[config.mk]
export PLATFORM = sky130hd
export DESIGN_NAME = data_memory_ctrl
export DESIGN_NICKNAME = d
export VERILOG_FILES = /design/src/rtl/data_memory_ctrl.sv
export SDC_FILE = /design/constraint.sdc
export NUM_CORES = 2
export LEC_CHECK = 0
export CAP_MARGIN = 25
export CORE_MARGIN = 2
export CORE_UTILIZATION = 45
export CTS_BUF_LIST = sky130_fd_sc_hd__clkbuf_16
export CTS_CLUSTER_DIAMETER = 200
export CTS_CLUSTER_SIZE = 14
export DETAILED_ROUTE_END_ITERATION = 7
export SETUP_SLACK_MARGIN = 0.4
export SYNTH_ARGS = -nofsm -noshare
export SYNTH_HDL_FRONTEND = slang
export SYNTH_SLANG_ARGS = --single-unit
[constraint.sdc]
create_clock -name Clock -period 6.6 [get_ports Clock]
set_clock_uncertainty 0.1 [all_clocks]
set_input_delay 1.65 -clock Clock [delete_from_list [all_inputs] [get_ports Clock]]
set_output_delay 1.65 -clock Clock [all_outputs]
set_load 0.01 [all_outputs]
[src/rtl/data_memory_ctrl.sv]
// Word-addressed data memory with byte-lane writes, pipelined reads (latency 1 or 2),
// a post-reset zeroing sweep that gates Ready, and out-of-range access flagging.
module data_memory_ctrl #(
  parameter int unsigned DATA_WIDTH   = 16,
  parameter int unsigned ADDR_WIDTH   = 16,
  parameter int unsigned DEPTH        = 256,
  parameter int unsigned READ_LATENCY = 1
) (
  input  logic                    Clock,
  input  logic                    Reset,
  input  logic [ADDR_WIDTH-1:0]   Adresa,
  input  logic [DATA_WIDTH-1:0]   WriteData,
  input  logic [DATA_WIDTH/8-1:0] ByteEn,
  input  logic                    MemWrite,
  input  logic                    MemRead,
  output logic                    Ready,
  output logic [DATA_WIDTH-1:0]   ReadData,
  output logic                    ReadValid,
  output logic                    AddrError
);

  localparam int unsigned         NB    = DATA_WIDTH / 8;
  localparam int unsigned         IW    = (DEPTH > 1) ? $clog2(DEPTH) : 1;
  localparam logic [ADDR_WIDTH:0] LIMIT = (ADDR_WIDTH + 1)'(DEPTH);
  localparam logic [IW-1:0]       LAST  = IW'(DEPTH - 1);

  typedef enum logic {CLEAR, RUN} state_t;

  state_t                state;
  logic [IW-1:0]         idx;
  logic [DATA_WIDTH-1:0] mem [DEPTH];

  logic                  run, in_range, wr_acc, rd_acc;
  logic [IW-1:0]         aidx;
  logic [DATA_WIDTH-1:0] rd_word;
  logic                  cv, ce;
  logic [DATA_WIDTH-1:0] cd;

  always_comb begin
    run      = (state == RUN);
    in_range = ({1'b0, Adresa} < LIMIT);
    aidx     = Adresa[IW-1:0];
    wr_acc   = run && MemWrite;
    rd_acc   = run && MemRead && !MemWrite;
    rd_word  = in_range ? mem[aidx] : '0;
  end

  // Array has no reset; the sweep zeroes it one word per cycle after reset release.
  always_ff @(posedge Clock) begin
    if (state == CLEAR) begin
      mem[idx] <= '0;
    end else if (wr_acc && in_range) begin
      for (int unsigned i = 0; i < NB; i++) begin
        if (ByteEn[i]) mem[aidx][8*i +: 8] <= WriteData[8*i +: 8];
      end
    end
  end

  generate
    if (READ_LATENCY == 2) begin : g_lat2
      logic                  pv, pe;
      logic [DATA_WIDTH-1:0] pd;

      always_ff @(posedge Clock or negedge Reset) begin
        if (!Reset) begin
          pv <= 1'b0;
          pe <= 1'b0;
          pd <= '0;
        end else begin
          pv <= rd_acc;
          pe <= rd_acc && !in_range;
          pd <= rd_word;
        end
      end

      always_comb begin
        cv = pv;
        ce = pe;
        cd = pd;
      end
    end else begin : g_lat1
      always_comb begin
        cv = rd_acc;
        ce = rd_acc && !in_range;
        cd = rd_word;
      end
    end
  endgenerate

  always_ff @(posedge Clock or negedge Reset) begin
    if (!Reset) begin
      state     <= CLEAR;
      idx       <= '0;
      Ready     <= 1'b0;
      ReadData  <= '0;
      ReadValid <= 1'b0;
      AddrError <= 1'b0;
    end else begin
      if (state == CLEAR) begin
        idx <= idx + 1'b1;
        if (idx == LAST) begin
          state <= RUN;
          Ready <= 1'b1;
        end
      end
      ReadValid <= cv;
      if (cv) ReadData <= cd;
      // With latency 2 a write error can coincide with a delayed read error.
      AddrError <= ce || (wr_acc && !in_range);
    end
  end

endmodule

# Word-level counts from Yosys, hierarchy flattened
# Memories as Yosys holds them, arrays and structs flattened.
# Index checks and enable logic that the tools add are counted.
# Widths: inputs -> output; s select.
# totals
regBits	28
ram_bits	4096
out_inout_bits	19
elab_cells	37
n_memories	1
# memory_table
name	depth	word_bits	read_ports	rd_clocked_by_memory_dff	write_ports	line_no	rtl
mem	256	16	1	0	1	31	logic [DATA_WIDTH-1:0] mem [DEPTH];
# op_classes
n_addsub	1
n_lt_le_gt_ge	1
eq_ne	1
mux	15
n_bitwise	1
n_reduce_logical	11
# op_table
op	n
$mux 16	2
$lt 16x9->1 const B	1
$reduce_or 16->1	1
$mux 1	11
$add 8x1->8 const B	1
$eq 8x8->1 const B	1
$mux 8	1
$logic_and 1x1->1	6
$logic_not 1->1	2
$mux 2	1
$reduce_and 2->1	1
$logic_or 1x1->1	1
$not 1->1	1

# Longest topological paths before layout
# depth
depth_word	7
ltp_mapped	14
ltp_nobuf	7

# Worst setup path before layout
# Ideal clock, no wire load.
# synth_timing
path_type	input-to-reg
start	input port Adresa[14]
end	memory mem[0][10], data pin
setup_ns	0.870
arrival_time_ns	6.160
slack_ns	-0.530
stages	7
n_path_buf	4
cell_sequence	nor4_1 and3_1 buf_2 buf_2 buf_2 clkbuf_1 and2_1
# synth_via
elab_chain_cells	7
elab_cells_between_ends	10
classes_between	order compare (1); mux (7); reduce/logical (2)
# synth_lines
item	line_no	rtl
start, declared	11	input logic [ADDR_WIDTH-1:0] Adresa,
$lt 16x9->1 (*)	41	in_range = ({1'b0, Adresa} < LIMIT);
$logic_and 1x1->1 (*)	52	end else if (wr_acc && in_range) begin
$mux 1	52	
$mux 1	50	if (state == CLEAR) begin
$mux 1 (not written as such)	54	if (ByteEn[i]) mem[aidx][8*i +: 8] <= WriteData[8*i +: 8];
$reduce_or 16->1 (no line) (*)	--	
$mux 16 (no line) (*)	--	
end, declared	31	
# Mark *: on every way between the ends. The rest lies on a longest branch, timed or not.

# Worst setup path in the final report
# layout_timing
start	input port Adresa[14]
end	memory mem[28][7], enable pin
# layout_via
elab_chain_cells	7
elab_cells_between_ends	11
classes_between	order compare (1); mux (8); reduce/logical (2)
# layout_lines
item	line_no
$lt 16x9->1 (*)	41
$logic_and 1x1->1 (*)	52
$mux 1	52
$mux 1	50
$mux 1 (not written as such)	54
$reduce_or 16->1 (no line)	--
$mux 8 (no line) or $mux 2 (tied branches)	--
# Marked as above.

==> summary.md <==
| Metric | Value |
|---|---|
| Result of the run | `completed` |
| Switching part of the total | `roughly a fifth` |
| Crit path largest cell delay | `around 0.8 ns` |
| Average detailed-routed wire length per instance | `35.2 um` |
| Total power divided by cell area | `269 nW/um2` |
| Final wirelength | `450,000 um` |
| Initial antenna violation count | `22` |
| Internal power summed over all cells | `approximately 0.038 W` |
| Synth Register Bits | `4,124` |
| Width of the die | `602 um` |
| Remaining number of nets flagged by the antenna check after routing | `0` |
| Number of synthesis warnings | `0` |
| Final WS setup | `around 1.4 ns` |
| Critical-path cell with the highest stage delay | `sky130_fd_sc_hd__nor2_1` |
| Area growth from synthesis to layout | `10.3%` |
| Total gr overflow | `0` |
| Area of the mapped netlist | `161,000 um2` |
| Area leader, netlist | `sky130_fd_sc_hd__edfxtp_1` |
| Net count after synthesis | `just under 8,000` |
| Final Hold Fails | `0` |
| Buffers on Ports | `between 50 and 60` |
| Clock tree buffer depth | `4` |
| Clock group share of total power | `approximately 38%` |
| GR Util All Layers | `24.6%` |
| Top post-synthesis cells by area | `sky130_fd_sc_hd__edfxtp_1, sky130_fd_sc_hd__mux4_2, sky130_fd_sc_hd__mux2i_1, sky130_fd_sc_hd__nor2_1, sky130_fd_sc_hd__clkbuf_1` |
| Slew of the pin with the lowest slew margin | `between 1 and 1.5 ns` |
| Data arrival time of the worst path | `about 5.7 ns` |
| CTS tree | `built` |
| Number of enable-type register cells in the synthesized netlist | `4,096` |
| IO Count | `57` |
| Leak pwr | `roughly 45 nW` |
| Dominant register cell in the synthesized netlist | `sky130_fd_sc_hd__edfxtp_1` |
| Max-capacitance violation count | `0` |
| Final weighted congestion in routability-driven placement | `0.880` |
| Finished layout cell area | `between 150,000 and 200,000 um2` |
| Cell with the most instances after synthesis | `sky130_fd_sc_hd__edfxtp_1` |
| Final critical delay including setup and external delays | `5.24 ns` |
| Synth cell types | `between 70 and 80` |
| Max Fclk | `approximately 190 MHz` |
| Critical path peak fanout | `19` |
| Die extent in y | `~600 um` |
| Number of instances in the synthesized netlist | `between 7,000 and 8,000` |
| Net switching power | `0.00983 W` |
| Unrepaired setup endpoints after global routing | `no` |
| Detailed Routing Iterations Pass 1 | `6` |
| Flop pwr share | `a little under 60%` |
| Core Rows | `approximately 220` |
| Proportion of synthesized flip-flops having asynchronous set or reset | `less than 1%` |
| Number of gates resized after CTS | `0` |
| Clock latency of the later-clocked register in the worst-skew pair | `approximately 0.95 ns` |
| DR vias | `80,700` |
| WP data required | `roughly 7 ns` |
| Die ar. | `roughly 360,000 um2` |
| CP Class | `input pin to flop` |
| Via count of the first global-routing pass | `80,400` |
| Maximum number of pins on one net before global-route repair | `approximately 130` |
| Detailed Place HPWL | `approximately 280,000 um` |
| Cell-by-cell listing of the critical path | `clkdlybuf4s50_1 > nor4_1 > nand3_1 > buf_4 > o21ai_0 > o21ai_1 > or2_2 > nand2b_1 > nor2_1` |
| Max VDD drop | `roughly 230 uV` |
| Startpoint class of the critical path | `input pin` |
| Starting density of the core | `~45%` |
| Initial DRC Count | `between 10,000 and 15,000` |
| Sequential share of the synthesized area | `roughly three quarters` |
| Count of unresolved DRC violations after routing | `0` |
| Maximum level of the CTS H-tree | `5` |
| Hold-fix buffer count after cts | `0` |
| Ranking of synthesized cells by instance count | `sky130_fd_sc_hd__edfxtp_1, sky130_fd_sc_hd__mux4_2, sky130_fd_sc_hd__nor2_1, sky130_fd_sc_hd__mux2i_1, sky130_fd_sc_hd__clkbuf_1` |
| Avg Synthesized Cell Area | `21.0 um2` |
| Setup fix buffers added after clock tree synthesis | `0` |
| DP Worst Slack | `0.472 ns` |
| Number of max-slew violations in the final report | `0` |
| Portion of total power attributed to combinational logic | `under 10%` |
| CTS buffer count | `roughly 330` |
| Share of the cycle needed by the critical path after routing | `approximately four fifths` |
| Standard cell core area | `roughly 360,000 um2` |
| Number of vias per cell after detailed routing | `between 6 and 7` |
| Class of the tightest hold or removal check | `flop to flop` |
| Standard cell area after detailed placement | `approximately 170,000 um2` |
| Ratio of cells with drive above 1 in the final layout | `22.2%` |
| Kind of capture point of the worst setup path | `flop` |
| Remaining max-slew budget at the tightest pin | `a little under a third` |
| Wire length of the first global-routing pass | `631,000 um` |
| Clk sinks | `4,124` |
| Clock transition at the registers of the reported paths | `about 0.07 ns` |
| Final setup fails | `0` |
| Clock root buffer | `sky130_fd_sc_hd__clkbuf_16` |
| Share of Yosys cell area claimed by the top area cell type | `approximately three quarters` |
| Fin nets | `between 7,000 and 8,000` |
==> power by group through the flow <==
stage               combinational [W]  sequential [W]  clock (W)
finish                        0.00146          0.0283     0.0181
global route                  0.00151          0.0283     0.0192
CTS                           0.00146          0.0283     0.0183
detailed placement            0.00146          0.0289          0
global placement              0.00146          0.0289          0
floorplan                    0.000912          0.0289          0
==> routing by layer <==
| layer | vias up | share of wire (%) | track usage (%) |
|---|---|---|---|
| li1 | 32200 | - | - |
| met1 | 43400 | 39 | 34.7 |
| met2 | 4368 | 48 | 39.1 |
| met3 | 733 | 9.2 | 4.44 |
| met4 | 2 | 3.6 | 7.82 |
| met5 | - | 0.0029 | 0 |
==> worst paths after layout <==
path / slack (ns) / start / endpoint / cells after the start
worst max-delay path: 1.36 / Adresa[14] / mem[28][7]$_DFFE_PP_ / 9
worst min-delay path: 0.42 / ReadData[4]$_DFFE_PN0P_ / ReadData[4]$_DFFE_PN0P_ / 1
worst min register to register: 0.42 / ReadData[4]$_DFFE_PN0P_ / ReadData[4]$_DFFE_PN0P_ / 1
min in group asynchronous: 0.70 / Reset / ReadValid$_DFF_PN0_ / 1
worst max register to register: 1.74 / run$_DFF_PN0_ / mem[28][7]$_DFFE_PP_ / 9
max in group asynchronous: 4.98 / Reset / ReadData[6]$_DFFE_PN0P_ / 1
==> critical path, delay by kind of cell <==
family / cells / cell delay [ns]
compound gates: 2 / 0.26
buf+inv: 2 / 0.81
simple gates: 5 / 2.93
==> sequential cells by signal, summed over array words and instances, names as in the netlist <==
name	cells
mem	4096
run	1
Ready	1
ReadData	16
idx	8
ReadValid	1
AddrError	1
==> cell usage in the layout (no fill, tap or decap), types with 7 or more instances in the layout <==
cell	n
sky130_fd_sc_hd__buf_12	83
sky130_fd_sc_hd__buf_4	304
sky130_fd_sc_hd__inv_1	58
sky130_fd_sc_hd__inv_6	8
sky130_fd_sc_hd__nand4_1	10
sky130_fd_sc_hd__clkdlybuf4s50_1	50
sky130_fd_sc_hd__dfrtp_1	28
sky130_fd_sc_hd__o221ai_1	88
sky130_fd_sc_hd__mux4_1	20
sky130_fd_sc_hd__a21oi_1	113
sky130_fd_sc_hd__o21a_1	11
sky130_fd_sc_hd__mux2_2	21
sky130_fd_sc_hd__a22oi_1	91
sky130_fd_sc_hd__o21ai_0	66
sky130_fd_sc_hd__and2_4	16
sky130_fd_sc_hd__diode_2	13
sky130_fd_sc_hd__a221oi_1	35
sky130_fd_sc_hd__clkbuf_16	341
sky130_fd_sc_hd__edfxtp_1	4096
sky130_fd_sc_hd__nand2_1	200
sky130_fd_sc_hd__a211oi_1	8
sky130_fd_sc_hd__nand2b_2	20
sky130_fd_sc_hd__a32o_1	10
sky130_fd_sc_hd__nor2_1	591
sky130_fd_sc_hd__mux2i_1	372
sky130_fd_sc_hd__a2bb2oi_1	7
sky130_fd_sc_hd__or2_2	27
sky130_fd_sc_hd__nand2b_1	16
sky130_fd_sc_hd__nor4_1	15
sky130_fd_sc_hd__a31oi_1	40
sky130_fd_sc_hd__mux4_2	912
sky130_fd_sc_hd__o22ai_1	82
sky130_fd_sc_hd__o211ai_1	10
sky130_fd_sc_hd__and3_1	13
sky130_fd_sc_hd__nor3_1	35
sky130_fd_sc_hd__a22o_1	20
sky130_fd_sc_hd__nand3_1	60
==> final cells by class <==
type                       count  area [um2]
antenna                       13        32.5
inverter                       8        42.5
clock buffer                 341        8530
clock inverter                73         489
fill                       28000      178000
multi-input combinational   3035       34400
timing repair buffer         445        4550
tap                         4751        5940
sequential                  4124      124000
==> per-stage QoR <==
step           setup TNS, ns  hold slack (ns)  std cells  total power (W)  utilization (%)
6_report                   0            0.422      12800           0.0479             49.9
5_1_grt                    0            0.439      12800           0.0490             49.9
4_1_cts                    0            0.403      12800           0.0481             49.9
3_5_place_dp               0            0.388      12400           0.0304             47.4
3_3_place_gp               0            0.385      12400           0.0304             47.4
2_1_floorplan        -473.84            0.393       7684           0.0298                -
==> logic make-up (layout without fill, tap and decap cells) <==
kind of cell	Yosys count	in the layout	share of synthesized area, %
mux	1325	1325	15.5
buf+inv	525	867	1.96
fa+ha+maj	1	1	0.00777
simple gates	1057	1057	2.81
compound gates	645	645	2.81
other cells	0	13	0
flops	4124	4124	76.8
xor+xnor	7	7	0.0381
Note: power is estimated with default switching activity, not from simulation.
